--- config.mk ---
export PLATFORM = sky130hd
export DESIGN_NAME = gt_common_pll_rst_ctrl
export DESIGN_NICKNAME = d
export VERILOG_FILES = /design/src/rtl/gt_common_pkg.sv /design/src/rtl/gt_pll_rst_fsm.sv /design/src/rtl/gt_common_pll_rst_ctrl.sv
export SDC_FILE = /design/constraint.sdc
export NUM_CORES = 1
export LEC_CHECK = 0
export ABC_AREA = 1
export BUFFER_PORTS_ARGS = -buffer_cell sky130_fd_sc_hd__buf_2
export CAP_MARGIN = 25
export CORE_MARGIN = 10
export CORE_UTILIZATION = 45
export CTS_BUF_LIST = sky130_fd_sc_hd__clkbuf_16
export DETAILED_ROUTE_END_ITERATION = 8
export PLACE_DENSITY = 0.73
export SYNTH_ARGS = -nofsm -noshare
export SYNTH_HDL_FRONTEND = slang
export SYNTH_SLANG_ARGS = --single-unit
--- constraint.sdc ---
create_clock -name clk -period 2.3 [get_ports clk]
set_input_delay 0.23 -clock clk [delete_from_list [all_inputs] [get_ports clk]]
set_output_delay 0.23 -clock clk [all_outputs]
set_load 0.01 [all_outputs]
--- src/rtl/gt_common_pkg.sv ---
// Shared definitions for the GT common PLL reset supervisor: per-PLL FSM
// state encoding and the PLL index assignments.
package gt_common_pkg;

    localparam logic [2:0] ST_OFF       = 3'd0;
    localparam logic [2:0] ST_RESET     = 3'd1;
    localparam logic [2:0] ST_WAIT_LOCK = 3'd2;
    localparam logic [2:0] ST_STABLE    = 3'd3;
    localparam logic [2:0] ST_READY     = 3'd4;
    localparam logic [2:0] ST_FAIL      = 3'd5;

    typedef enum logic [2:0] {
        OFF       = ST_OFF,
        RESET     = ST_RESET,
        WAIT_LOCK = ST_WAIT_LOCK,
        STABLE    = ST_STABLE,
        READY     = ST_READY,
        FAIL      = ST_FAIL
    } pll_state_t;

    localparam int PLL_PCIE = 0;
    localparam int PLL_SFP  = 1;

endpackage

--- src/rtl/gt_pll_rst_fsm.sv ---
// Bring-up supervisor for one GTPE2 PLL: input synchronizers, sequencing FSM,
// reset/lock timers, retry bookkeeping and a saturating relock counter.
module gt_pll_rst_fsm
    import gt_common_pkg::*;
#(
    parameter int RST_CYCLES   = 32,
    parameter int LOCK_TIMEOUT = 65536,
    parameter int LOCK_STABLE  = 1024,
    parameter int MAX_RETRY    = 4,
    parameter int CNT_W        = 8
) (
    input  logic             clk,
    input  logic             rst_n,
    input  logic             en,
    input  logic             restart,
    input  logic             lock_async,
    input  logic             refclk_lost_async,
    output logic             pd,
    output logic             reset,
    output logic             ready,
    output logic             fail,
    output logic [CNT_W-1:0] relock_cnt
);

    localparam int RW = $clog2(RST_CYCLES + 1);
    localparam int TW = $clog2(LOCK_TIMEOUT + 1);
    localparam int SW = $clog2(LOCK_STABLE + 1);
    localparam int NW = $clog2(MAX_RETRY + 1);

    localparam logic [RW-1:0] RST_LOAD  = RW'(RST_CYCLES - 1);
    localparam logic [TW-1:0] TMO_LAST  = TW'(LOCK_TIMEOUT - 1);
    localparam logic [SW-1:0] STB_LAST  = SW'(LOCK_STABLE - 1);
    localparam logic [NW-1:0] RETRY_MAX = NW'(MAX_RETRY);

    logic lock_p0, lock_s;
    logic lost_p0, lost_s;

    pll_state_t       state, state_nx;
    logic [RW-1:0]    rst_cnt, rst_cnt_nx;
    logic [TW-1:0]    tmo_cnt, tmo_cnt_nx;
    logic [SW-1:0]    stb_cnt, stb_cnt_nx;
    logic [NW-1:0]    retry, retry_nx, retry_inc;
    logic [CNT_W-1:0] relock_nx;

    // Stage p0 -> s: two-flop synchronizers for the wrapper's async status
    always_ff @(posedge clk or negedge rst_n) begin
        if (!rst_n) begin
            lock_p0 <= 1'b0;
            lock_s  <= 1'b0;
            lost_p0 <= 1'b0;
            lost_s  <= 1'b0;
        end else begin
            lock_p0 <= lock_async;
            lock_s  <= lock_p0;
            lost_p0 <= refclk_lost_async;
            lost_s  <= lost_p0;
        end
    end

    always_comb begin
        state_nx   = state;
        rst_cnt_nx = rst_cnt;
        tmo_cnt_nx = tmo_cnt;
        stb_cnt_nx = stb_cnt;
        retry_nx   = retry;
        relock_nx  = relock_cnt;
        retry_inc  = retry + 1'b1;

        if (!en) begin
            state_nx = OFF;
            retry_nx = '0;
        end else if (restart && state != OFF) begin
            state_nx   = RESET;
            rst_cnt_nx = RST_LOAD;
            retry_nx   = '0;
        end else begin
            case (state)
                OFF: begin
                    state_nx   = RESET;
                    rst_cnt_nx = RST_LOAD;
                end
                RESET: begin
                    if (lost_s) begin
                        rst_cnt_nx = RST_LOAD;
                    end else if (rst_cnt == '0) begin
                        state_nx   = WAIT_LOCK;
                        tmo_cnt_nx = '0;
                    end else begin
                        rst_cnt_nx = rst_cnt - 1'b1;
                    end
                end
                WAIT_LOCK: begin
                    // Lock arriving on the timeout cycle takes precedence
                    if (lock_s) begin
                        state_nx   = STABLE;
                        stb_cnt_nx = '0;
                    end else if (tmo_cnt == TMO_LAST) begin
                        retry_nx = retry_inc;
                        if (retry_inc == RETRY_MAX) begin
                            state_nx = FAIL;
                        end else begin
                            state_nx   = RESET;
                            rst_cnt_nx = RST_LOAD;
                        end
                    end else begin
                        tmo_cnt_nx = tmo_cnt + 1'b1;
                    end
                end
                STABLE: begin
                    if (!lock_s) begin
                        state_nx   = WAIT_LOCK;
                        tmo_cnt_nx = '0;
                    end else if (lost_s) begin
                        state_nx   = RESET;
                        rst_cnt_nx = RST_LOAD;
                    end else if (stb_cnt == STB_LAST) begin
                        state_nx = READY;
                        retry_nx = '0;
                    end else begin
                        stb_cnt_nx = stb_cnt + 1'b1;
                    end
                end
                READY: begin
                    if (!lock_s || lost_s) begin
                        state_nx   = RESET;
                        rst_cnt_nx = RST_LOAD;
                        if (relock_cnt != '1) begin
                            relock_nx = relock_cnt + 1'b1;
                        end
                    end
                end
                FAIL: begin
                    state_nx = FAIL;
                end
                default: begin
                    state_nx = OFF;
                end
            endcase
        end
    end

    // Outputs are decoded from the next state so they align with the state register
    always_ff @(posedge clk or negedge rst_n) begin
        if (!rst_n) begin
            state      <= OFF;
            rst_cnt    <= '0;
            tmo_cnt    <= '0;
            stb_cnt    <= '0;
            retry      <= '0;
            relock_cnt <= '0;
            pd         <= 1'b1;
            reset      <= 1'b1;
            ready      <= 1'b0;
            fail       <= 1'b0;
        end else begin
            state      <= state_nx;
            rst_cnt    <= rst_cnt_nx;
            tmo_cnt    <= tmo_cnt_nx;
            stb_cnt    <= stb_cnt_nx;
            retry      <= retry_nx;
            relock_cnt <= relock_nx;
            pd         <= (state_nx == OFF) || (state_nx == FAIL);
            reset      <= (state_nx == OFF) || (state_nx == RESET) || (state_nx == FAIL);
            ready      <= (state_nx == READY);
            fail       <= (state_nx == FAIL);
        end
    end

endmodule

--- src/rtl/gt_common_pll_rst_ctrl.sv ---
// Power-up/reset/lock supervisor for both GTPE2 common PLLs (PLL0 = PCIe,
// PLL1 = SFP); each PLL runs its own independent sequencer.
module gt_common_pll_rst_ctrl
    import gt_common_pkg::*;
#(
    parameter int RST_CYCLES   = 32,
    parameter int LOCK_TIMEOUT = 65536,
    parameter int LOCK_STABLE  = 1024,
    parameter int MAX_RETRY    = 4,
    parameter int CNT_W        = 8
) (
    input  logic             clk,
    input  logic             rst_n,
    input  logic [1:0]       pll_en,
    input  logic [1:0]       restart,
    input  logic [1:0]       pll_lock_async,
    input  logic [1:0]       refclk_lost_async,
    output logic [1:0]       pll_pd,
    output logic [1:0]       pll_reset,
    output logic [1:0]       pll_ready,
    output logic [1:0]       pll_fail,
    output logic [CNT_W-1:0] relock_cnt0,
    output logic [CNT_W-1:0] relock_cnt1
);

    gt_pll_rst_fsm #(
        .RST_CYCLES  (RST_CYCLES),
        .LOCK_TIMEOUT(LOCK_TIMEOUT),
        .LOCK_STABLE (LOCK_STABLE),
        .MAX_RETRY   (MAX_RETRY),
        .CNT_W       (CNT_W)
    ) u_pll_pcie (
        .clk              (clk),
        .rst_n            (rst_n),
        .en               (pll_en[PLL_PCIE]),
        .restart          (restart[PLL_PCIE]),
        .lock_async       (pll_lock_async[PLL_PCIE]),
        .refclk_lost_async(refclk_lost_async[PLL_PCIE]),
        .pd               (pll_pd[PLL_PCIE]),
        .reset            (pll_reset[PLL_PCIE]),
        .ready            (pll_ready[PLL_PCIE]),
        .fail             (pll_fail[PLL_PCIE]),
        .relock_cnt       (relock_cnt0)
    );

    gt_pll_rst_fsm #(
        .RST_CYCLES  (RST_CYCLES),
        .LOCK_TIMEOUT(LOCK_TIMEOUT),
        .LOCK_STABLE (LOCK_STABLE),
        .MAX_RETRY   (MAX_RETRY),
        .CNT_W       (CNT_W)
    ) u_pll_sfp (
        .clk              (clk),
        .rst_n            (rst_n),
        .en               (pll_en[PLL_SFP]),
        .restart          (restart[PLL_SFP]),
        .lock_async       (pll_lock_async[PLL_SFP]),
        .refclk_lost_async(refclk_lost_async[PLL_SFP]),
        .pd               (pll_pd[PLL_SFP]),
        .reset            (pll_reset[PLL_SFP]),
        .ready            (pll_ready[PLL_SFP]),
        .fail             (pll_fail[PLL_SFP]),
        .relock_cnt       (relock_cnt1)
    );

endmodule

==> out/qor.csv, run 1 <==
metric;value;unit
HP Class;primary input to flip-flop;
Post-Synthesis Cells;887;
Initial Utilization;45.8;%
max-slew violations;0;
Ys Warns;0;
Max H-tree Level;3;
number of hold violations in the final report;0;
Final Cycle Share;93.2;%
Crit Path Max Fanout;12;
final WL;14.1;mm
FFs w/ async S/R, synth;100;%
Cell variety after synth;40;
Power Density;506;mW/mm^2
Final setup viols;0;
DR pass1 iterations;5;
pin count of the biggest net entering global routing;62;
clock-pin transition on the worst setup and hold timing paths;0.07;ns
Cell Area, Synth;0.00666;sq mm
total CTS buffers;9;
Horiz. Die Dim;142;um
number of max-cap violations;0;
Iter 0 DRT Violations;493;
Required @ worst endpoint;2.59;ns
CTS tree;done;
CTS sink count;112;
clock buffer depth;2;
clk_skew;0.00693;ns
cell row count;44;
syn_nets;911;
worst skew pair latency;0.36;ns
RePlAce Congestion;0.887;
RSZ-0062 raised after global routing;true;
CTS root buf;clkbuf_16;
ys flop type;dfrtp_1;
drt via density;5.06;
mean area per synthesized cell;7.51;sq um
WHS;0.176;ns
Layout area overhead;14.6;%
vias in the first global route;5324;
final core utilization;52.5;%
sequential fraction of the synthesis area;42.2;%
I/O pins;34;
nets;979;
Inst Count DP;1117;
Slowest cell on crit path;dfrtp_1;
Critical Path End Type;flip-flop;
antenna cells;0;
HPWL after DPL;10.3;mm
Yosys reg bits;112;
GR Util All Layers;14.3;%
CP max stage delay;0.35;ns
DRC Markers;0;
Port Buf Inserts;33;
crit path cell chain;ha_2 -> nand2_2 -> nor4_2 -> nand3_1 -> nor4_2 -> ha_2 -> a21oi_1 -> nor2_1 -> nand2_1 -> a21oi_2 -> buf_6 -> nand2_1 -> o21ai_1;
initial antenna violation count;0;
gr ovfl total;0;
die area;0.0201;sq mm
fmax;467;MHz
crit path kind;flip-flop to flip-flop;
share of post-route cells with drive strength above 1;16.6;%
routed len/inst;12.3;um
Tightest Pin Transition;0.529;ns
number of flops mapped to enable cells by yosys;0;
startpoint types;flip-flop;
Core Area;0.0145;sq mm
CP arrival;2.43;ns
status;complete, no violations;
Worst VDD drop;0.341;mV
DR vias;5786;
final std cells w/o fill;1144;
final period demand of the worst path;2.14;ns
first-pass GRT wire length;24.5;mm
Die Ht;142;um
Leak Pwr;3.63;nW
Slew HR;64.4;%
post-route ant nets;0;
==> registers in the layout, summed over array words and instances (netlist names), 3 cells and up <==
| register | flops |
|---|---|
| u_pll_pcie.relock_cnt | 8 |
| u_pll_pcie.state | 3 |
| u_pll_pcie.retry | 3 |
| u_pll_pcie.rst_cnt | 6 |
| u_pll_sfp.relock_cnt | 8 |
| u_pll_pcie.stb_cnt | 11 |
| u_pll_sfp.rst_cnt | 6 |
| u_pll_pcie.tmo_cnt | 17 |
| u_pll_sfp.tmo_cnt | 17 |
| u_pll_sfp.stb_cnt | 11 |
| u_pll_sfp.state | 3 |
| u_pll_sfp.retry | 3 |
==> layout make-up <==
type                       instances  area (sq um)
timing repair buffer              80           562
fill                            1368          6900
clock inverter                     7          62.6
inverter                         106           400
sequential                       112          2810
clock buffer                       9           225
tap                              184           230
multi-input combinational        646          3340
==> metal layers <==
layer  vias up  global-route usage, %  wire [um]
met5         -                      0          0
met4         0                   4.95        231
met3        16                   3.07        637
met2       114                   21.4       6270
met1      2628                   19.8       6930
li1       3028                      -          -
==> timing repair <==
action | CTS | global route
gates resized for setup | 0 | 19
endpoints found under the setup margin | 0 | 51
buffers inserted | 0 | 5
hold buffers | 5 | 0
hold endpoints to repair | 32 | 0
==> final timing paths <==
path	start	end	slack (ns)	cells past startpoint
worst max-delay path	u_pll_pcie.tmo_cnt[0]	u_pll_pcie.rst_cnt[3]	0.16	13
worst min-delay path	pll_en[0]	u_pll_pcie.state[0]	0.18	3
worst max register to register	u_pll_pcie.tmo_cnt[0]	u_pll_pcie.rst_cnt[3]	0.16	13
worst min register to register	u_pll_sfp.lost_p0	u_pll_sfp.lost_s	0.35	0
max in group asynchronous	rst_n	u_pll_pcie.pd	1.26	3
min in group asynchronous	rst_n	u_pll_sfp.relock_cnt[4]	0.34	2
==> placed cells by master (no fill, tap or decap), drive strengths merged, types with 3 or more instances in the layout <==
master / n
a21oi: 10
buf: 75
clkbuf: 9
clkinv: 5
dfrtp: 108
dfstp: 4
dlygate4sd3: 5
ha: 14
inv: 106
nand2: 243
nand3: 88
nand3b: 4
nand4: 35
nor2: 104
nor3: 25
nor4: 4
o21ai: 71
o21bai: 4
or2: 3
xnor2: 5
xor2: 29
==> cell usage after synthesis, drive strengths merged (5+ instances only) <==
library cell | number | area [sq um]
xor2 | 29 | 254
buf | 22 | 159
ha | 14 | 175
nand4 | 35 | 234
nand2 | 242 | 943
inv | 106 | 400
dfrtp | 108 | 2700
nor2 | 104 | 439
nor3 | 25 | 136
nand3 | 88 | 470
xnor2 | 5 | 43.8
a21oi | 10 | 57.6
o21ai | 71 | 359
==> critical path: cells and delay by family, from the launching register on <==
family                     cells  cell delay (ns)
AOI/OAI and AO/OA              3             0.31
DFF                            1             0.35
buffers and inverters          1             0.16
adders and majority gates      2             0.45
and+or+nand+nor                7             0.80
==> where the power goes <==
group | total (mW) | internal, mW | switching [mW]
clock | 1.56 | 0.835 | 0.720
sequential | 2.05 | 2.01 | 0.0381
combinational | 0.263 | 0.0822 | 0.181
total | 3.86 | 2.92 | 0.939
==> through the flow <==
step | setup WS [ns] | TNS, ns | area, sq um | power [mW]
2_1_floorplan | 0.120 | 0 | 6660 | 2.24
3_3_place_gp | 0.0477 | 0 | 7200 | 2.33
3_5_place_dp | 0.00778 | 0 | 7200 | 2.34
4_1_cts | 0.00490 | 0 | 7530 | 3.90
5_1_grt | -0.0445 | -0.166 | 7630 | 4.04
6_report | 0.156 | 0 | 7630 | 3.86
==> cell families (layout without fill, tap and decap cells) <==
family / Yosys count / after routing / share of synthesized area [%]
compound gates: 92 / 92 / 7.71
xor+xnor: 34 / 34 / 4.47
fa+ha+maj: 14 / 14 / 2.63
buf+inv: 130 / 202 / 8.51
flops: 112 / 112 / 42.2
simple gates: 505 / 506 / 34.5
Note: power is estimated with default switching activity, not from simulation.
==> run 2, diff against run 1 <==
--- a/config.mk
+++ b/config.mk
@@ -13,6 +13,7 @@
 export CTS_BUF_LIST = sky130_fd_sc_hd__clkbuf_16
 export DETAILED_ROUTE_END_ITERATION = 8
 export PLACE_DENSITY = 0.73
+export RECOVER_POWER = 100
 export SYNTH_ARGS = -nofsm -noshare
 export SYNTH_HDL_FRONTEND = slang
 export SYNTH_SLANG_ARGS = --single-unit
==> constraint.sdc (replaced) <==
create_clock -name clk -period 1.7 [get_ports clk]
set_input_delay 0.17 -clock clk [delete_from_list [all_inputs] [get_ports clk]]
set_output_delay 0.17 -clock clk [all_outputs]
set_load 0.01 [all_outputs]
==> out/qor.csv, run 2 (synthesis gave the netlist of run 1 again) <==
metric;value;unit;change
status;complete, but fails checks;;
violated checks;negative setup slack;;
commonest non-fill, non-tap cell in the layout;nand2_1;;
fmax;460;MHz;-1.3%
vias in the first global route;5937;;+12%
final period demand of the worst path;2.17;ns;+0.0282 ns
Placed Area;0.00774;sq mm;+7.6%
number of hold violations in the final report;0;;unchanged
post-route ant nets;0;;unchanged
drt via density;5.21;;+3.1%
fin worst setup slack;-0.472;ns;-0.628 ns
DR pass1 iterations;5;;unchanged
worst skew pair latency;0.36;ns;about the same
Crit Path Max Fanout;6;;-6
Filler cells;1286;;-6.0%
max-slew violations;0;;unchanged
Initial Utilization;45.8;%;unchanged
Layout area overhead;28.2;%;
die area;0.0201;sq mm;unchanged
nets;1057;;+8.0%
gr ovfl total;0;;unchanged
Iter 0 DRT Violations;473;;-4.1%
Die Ht;142;um;unchanged
Core Area;0.0145;sq mm;unchanged
DRC Markers;0;;unchanged
RePlAce Congestion;0.910;;+2.6%
Final Cycle Share;128;%;+35 points
I/O pins;34;;unchanged
CTS root buf;clkbuf_16;;
RSZ-0062 raised after global routing;true;;
Critical Path End Type;flip-flop;;
final core utilization;58.7;%;+6.2 points
GR Util All Layers;16.1;%;+1.8 points
most frequent cells in the layout;nand2_1 (202), dfrtp_1 (106), buf_4 (100);;
top flop regs;u_pll_pcie.tmo_cnt x17, u_pll_sfp.tmo_cnt x17;;
CP arrival;2.41;ns;-0.02 ns
crit path kind;flip-flop to flip-flop;;
cell row count;44;;unchanged
clock-pin transition on the worst setup and hold timing paths;0.07;ns;about the same
number of max-cap violations;0;;unchanged
Required @ worst endpoint;1.94;ns;-0.65 ns
HPWL after DPL;11.4;mm;+11%
Worst VDD drop;0.529;mV;+55%
Power Density;627;mW/mm^2;+24%
pin count of the biggest net entering global routing;46;;-26%
Leak Pwr;4.05;nW;+11%
startpoint types;flip-flop;;
clock buffer depth;2;;unchanged
Slew HR;58.1;%;-6.3 points
final WL;16.5;mm;+17%
HP Class;primary input to flip-flop;;
share of post-route cells with drive strength above 1;26.7;%;+10 points
CTS sink count;112;;unchanged
DR vias;6370;;+10%
Final setup viols;68;;+68
pre-CTS WS;-0.636;ns;-0.644 ns
initial antenna violation count;0;;unchanged
first-pass GRT wire length;27.4;mm;+12%
CTS tree;done;;
Final Total Pwr;5.35;mW;+39%
Port Buf Inserts;33;;unchanged
Max H-tree Level;3;;unchanged
total CTS buffers;9;;unchanged
antenna cells;0;;unchanged
Final Cell Area;0.00854;sq mm;+12%
Horiz. Die Dim;142;um;unchanged
clk_skew;0.00656;ns;-0.000368 ns
routed len/inst;13.5;um;+9.8%
Tightest Pin Transition;0.628;ns;+0.0986 ns
-- run 2: cell types whose count changed in the layout (fill, tap and decap cells not counted), sizes merged --
cell,delta
clkinvlp,-1
clkbuf,+30
clkinv,-1
nand2,-1
inv,+2
buf,+49
-- run 2: worst paths after layout --
check,start,endpoint,slack [ns],depth (start not counted)
max,u_pll_sfp.tmo_cnt[0],u_pll_sfp.rst_cnt[2],-0.47,14
min,pll_en[1],u_pll_sfp.pd,0.13,3
max reg2reg,u_pll_sfp.tmo_cnt[0],u_pll_sfp.rst_cnt[2],-0.47,14
min reg2reg,u_pll_pcie.lock_p0,u_pll_pcie.lock_s,0.36,0
max in group asynchronous,rst_n,u_pll_pcie.tmo_cnt[10],0.25,3
min in group asynchronous,rst_n,u_pll_sfp.lost_s,0.35,2
-- run 2: repair_timing --
item | CTS | global route
setup buffers | 15 | 7
hold endpoints to repair | 25 | 0
pin swaps | 14 | 24
setup endpoints to repair | 67 | 90
gates resized for setup | 33 | 82
cloned | 2 | 3
hold buffers | 5 | 0
-- run 2: where the power goes --
part / total [mW] / internal [mW] / switching [mW]
sequential: 2.76 / 2.72 / 0.0478
clock: 2.11 / 1.13 / 0.978
combinational: 0.479 / 0.178 / 0.301
-- run 2: metal layers --
metal  track usage, %  part of all wire (%)
met1             20.9                    46
met3             2.10                   3.7
met4             5.97                   1.8
met2             26.6                    49
met5                0                     0
-- run 2: cell type report --
| type | count | area, sq um | area share (%) |
|---|---|---|---|
| multi-input cells | 645 | 3580 | 42.0 |
| clock inverters | 7 | 61.3 | 0.718 |
| clock buffers | 9 | 225 | 2.64 |
| well taps | 184 | 230 | 2.70 |
| inverters | 106 | 410 | 4.81 |
| repair buffers | 159 | 1210 | 14.2 |
| flip-flops and latches | 112 | 2810 | 32.9 |
-- run 2: metrics by stage --
step                      cells  setup TNS, ns  hold WS, ns
final                      1222         -23.93        0.135
after global routing       1222         -36.37        0.140
after detailed placement   1180         -29.08        0.105
after floorplan             887         -17.70       -0.126
after CTS                  1216         -22.48        0.125
after global placement     1180         -23.23        0.102
-- run 2: critical path: stages (launching register included) --
cell and delay (ns):
dfrtp_1 0.36, ha_2 0.19, nand2_2 0.07, nor3_4 0.17
nand2_2 0.09, nor4_2 0.15, ha_2 0.26, nand2_2 0.07
o21ai_1 0.12, nand3_1 0.09, o21ai_1 0.16, nand2_2 0.10
buf_6 0.14, nand2_2 0.04, o21ai_1 0.05
==> run 3, diff against run 2 <==
--- a/config.mk
+++ b/config.mk
@@ -12,7 +12,6 @@
 export CORE_UTILIZATION = 45
 export CTS_BUF_LIST = sky130_fd_sc_hd__clkbuf_16
 export DETAILED_ROUTE_END_ITERATION = 8
-export PLACE_DENSITY = 0.73
 export RECOVER_POWER = 100
 export SYNTH_ARGS = -nofsm -noshare
 export SYNTH_HDL_FRONTEND = slang
==> out/qor.csv, run 3 (synthesis gave the netlist of run 1 again) <==
metric;value;unit;change
first-pass GRT wire length;27.5;mm;+0.53%
Initial Utilization;45.8;%;unchanged
Inst Count DP;1180;;unchanged
post-route ant nets;0;;unchanged
most frequent cells in the layout;nand2_1 (191), dfrtp_1 (107), buf_4 (102);;
commonest non-fill, non-tap cell in the layout;nand2_1;;
crit path cell chain;ha_2 -> nand2_2 -> nor3_4 -> nand2_2 -> nor4_4 -> ha_2 -> nand2_2 -> o21ai_2 -> nand3_2 -> o21ai_2 -> nand2_2 -> buf_6 -> nand2_1 -> o21ai_1;;
CP max stage delay;0.36;ns;about the same
max-slew violations;0;;unchanged
Max H-tree Level;3;;unchanged
die area;0.0201;sq mm;unchanged
pin count of the biggest net entering global routing;33;;-28%
Setup crit start;u_pll_sfp.tmo_cnt[1];;
top flop regs;u_pll_pcie.tmo_cnt x17, u_pll_sfp.tmo_cnt x17;;
TNS Setup;-24.47;ns;-0.549 ns
Leak Pwr;4.16;nW;+2.8%
DRC Markers;0;;unchanged
drt via density;5.07;;-2.7%
number of hold violations in the final report;0;;unchanged
register area;0.00281;sq mm;about the same
Final Total Pwr;5.34;mW;-0.22%
Power Density;609;mW/mm^2;-2.9%
Final setup viols;66;;-2.9%
Core Area;0.0145;sq mm;unchanged
r2r setup slk;-0.45;ns;+0.02 ns
CTS root buf;clkbuf_16;;
Crit Path Max Fanout;6;;unchanged
CP arrival;2.41;ns;about the same
Required @ worst endpoint;1.95;ns;about the same
fin worst setup slack;-0.453;ns;+0.0184 ns
Slew HR;56.8;%;-1.4 points
CP endpoint;u_pll_sfp.rst_cnt[4];;
violated checks;negative setup slack;;
gr ovfl total;0;;unchanged
Worst Reg-to-Reg Cells;14;;unchanged
hold_sp;pll_en[1];;
fmax;464;MHz;+0.85%
vias in the first global route;5865;;-1.2%
clock-pin transition on the worst setup and hold timing paths;0.08;ns;about the same
RSZ-0062 raised after global routing;true;;
Reg-to-Reg Start;u_pll_sfp.tmo_cnt[1];;
DR pass1 iterations;5;;unchanged
startpoint types;flip-flop;;
clk_skew;0.00846;ns;+0.00190 ns
crit path kind;flip-flop to flip-flop;;
GR Util All Layers;16.3;%;+0.24 points
Filler cells;1346;;+4.7%
total CTS buffers;9;;unchanged
Final Cycle Share;127;%;-1.1 points
routed len/inst;13.5;um;+0.30%
final period demand of the worst path;2.15;ns;-0.0184 ns
initial antenna violation count;0;;unchanged
hold path cells;3;;unchanged
share of post-route cells with drive strength above 1;29.3;%;+2.6 points
Worst VDD drop;0.497;mV;-6.1%
Tightest Pin Transition;0.649;ns;+0.0207 ns
Slowest cell on crit path;dfrtp_1;;
final WL;16.6;mm;+0.88%
nets;1064;;+0.66%
clock buffer depth;2;;unchanged
pre-CTS WS;-0.616;ns;+0.0201 ns
Horiz. Die Dim;142;um;unchanged
final std cells w/o fill;1229;;+0.57%
I/O pins;34;;unchanged
antenna cells;0;;unchanged
Port Buf Inserts;33;;unchanged
cell row count;44;;unchanged
worst skew pair latency;0.36;ns;about the same
RR Endpoint;u_pll_sfp.rst_cnt[4];;
area of the multi-input gates;0.00371;sq mm;+3.6%
CTS tree;done;;
Critical Path End Type;flip-flop;;
Most common cell on crit path;nand2_2;;
Die Ht;142;um;unchanged
status;complete, but fails checks;;
number of max-cap violations;0;;unchanged
Layout area overhead;31.8;%;
HPWL after DPL;11.5;mm;+0.88%
RePlAce Congestion;0.928;;+2.0%
DR vias;6234;;-2.1%
CTS sink count;112;;unchanged
Iter 0 DRT Violations;410;;-13%
HP Class;primary input to flip-flop;;
[run 3: changes by cell type in the layout (fill, tap and decap cells not counted), sizes merged]
cell      before  now
clkbuf        39   43
buf          124  127
bufinv         1    0
clkinvlp       0    1
[run 3: worst min-delay path by stage]
stage               slack [ns]                    to
detailed placement        0.11  u_pll_sfp.tmo_cnt[5]
floorplan                -0.13       u_pll_pcie.fail
global placement          0.11  u_pll_sfp.tmo_cnt[5]
CTS                       0.08          u_pll_sfp.pd
global route               0.1          u_pll_sfp.pd
finish                    0.09          u_pll_sfp.pd
[run 3: per-stage QoR]
stage / hold WS (ns) / cell area [sq um] / util (%)
2_1_floorplan: -0.126 / 6740 / -
3_3_place_gp: 0.111 / 7770 / 53.5
3_5_place_dp: 0.108 / 7770 / 53.5
4_1_cts: 0.0834 / 8480 / 58.3
5_1_grt: 0.0999 / 8770 / 60.4
6_report: 0.0877 / 8770 / 60.4
[run 3: metal layers]
layer / GRT usage, % / wire [um] / vias to the layer above
met3: 3.77 / 677 / 14
met1: 21.8 / 7990 / 2894
met2: 26.1 / 7840 / 133
met5: 0 / 0 / -
li1: - / - / 3193
met4: 3.87 / 140 / 0
[run 3: timing repair]
| action | in CTS | in global routing |
|---|---|---|
| endpoints found under the setup margin | 66 | 88 |
| gates resized for setup | 51 | 102 |
| hold buffers | 5 | 0 |
| buffers inserted | 11 | 17 |
| endpoints found under the hold margin | 22 | 0 |
| pin swaps | 12 | 22 |
| cloned | 6 | 2 |
[run 3: where the power goes]
part           internal [mW]  switching (mW)
sequential              2.72          0.0474
combinational          0.204           0.314
clock                   1.01            1.05
[run 3: final cells by class]
class	count	share of cell area [%]
clock buffer	9	2.57
clock inverter	7	0.628
inverter	106	4.85
multi-input combinational	645	42.3
sequential	112	32.0
tap	184	2.62
timing repair buffer	166	15.0
[run 3: critical path, delay by kind of cell, from the launching register on]
family                   cells  cell delay [ns]
AO/OA/AOI/OAI                3             0.32
adder cells (fa/ha/maj)      2             0.43
buffers and inverters        1             0.14
flip-flops                   1             0.36
AND/OR/NAND/NOR              8             0.78
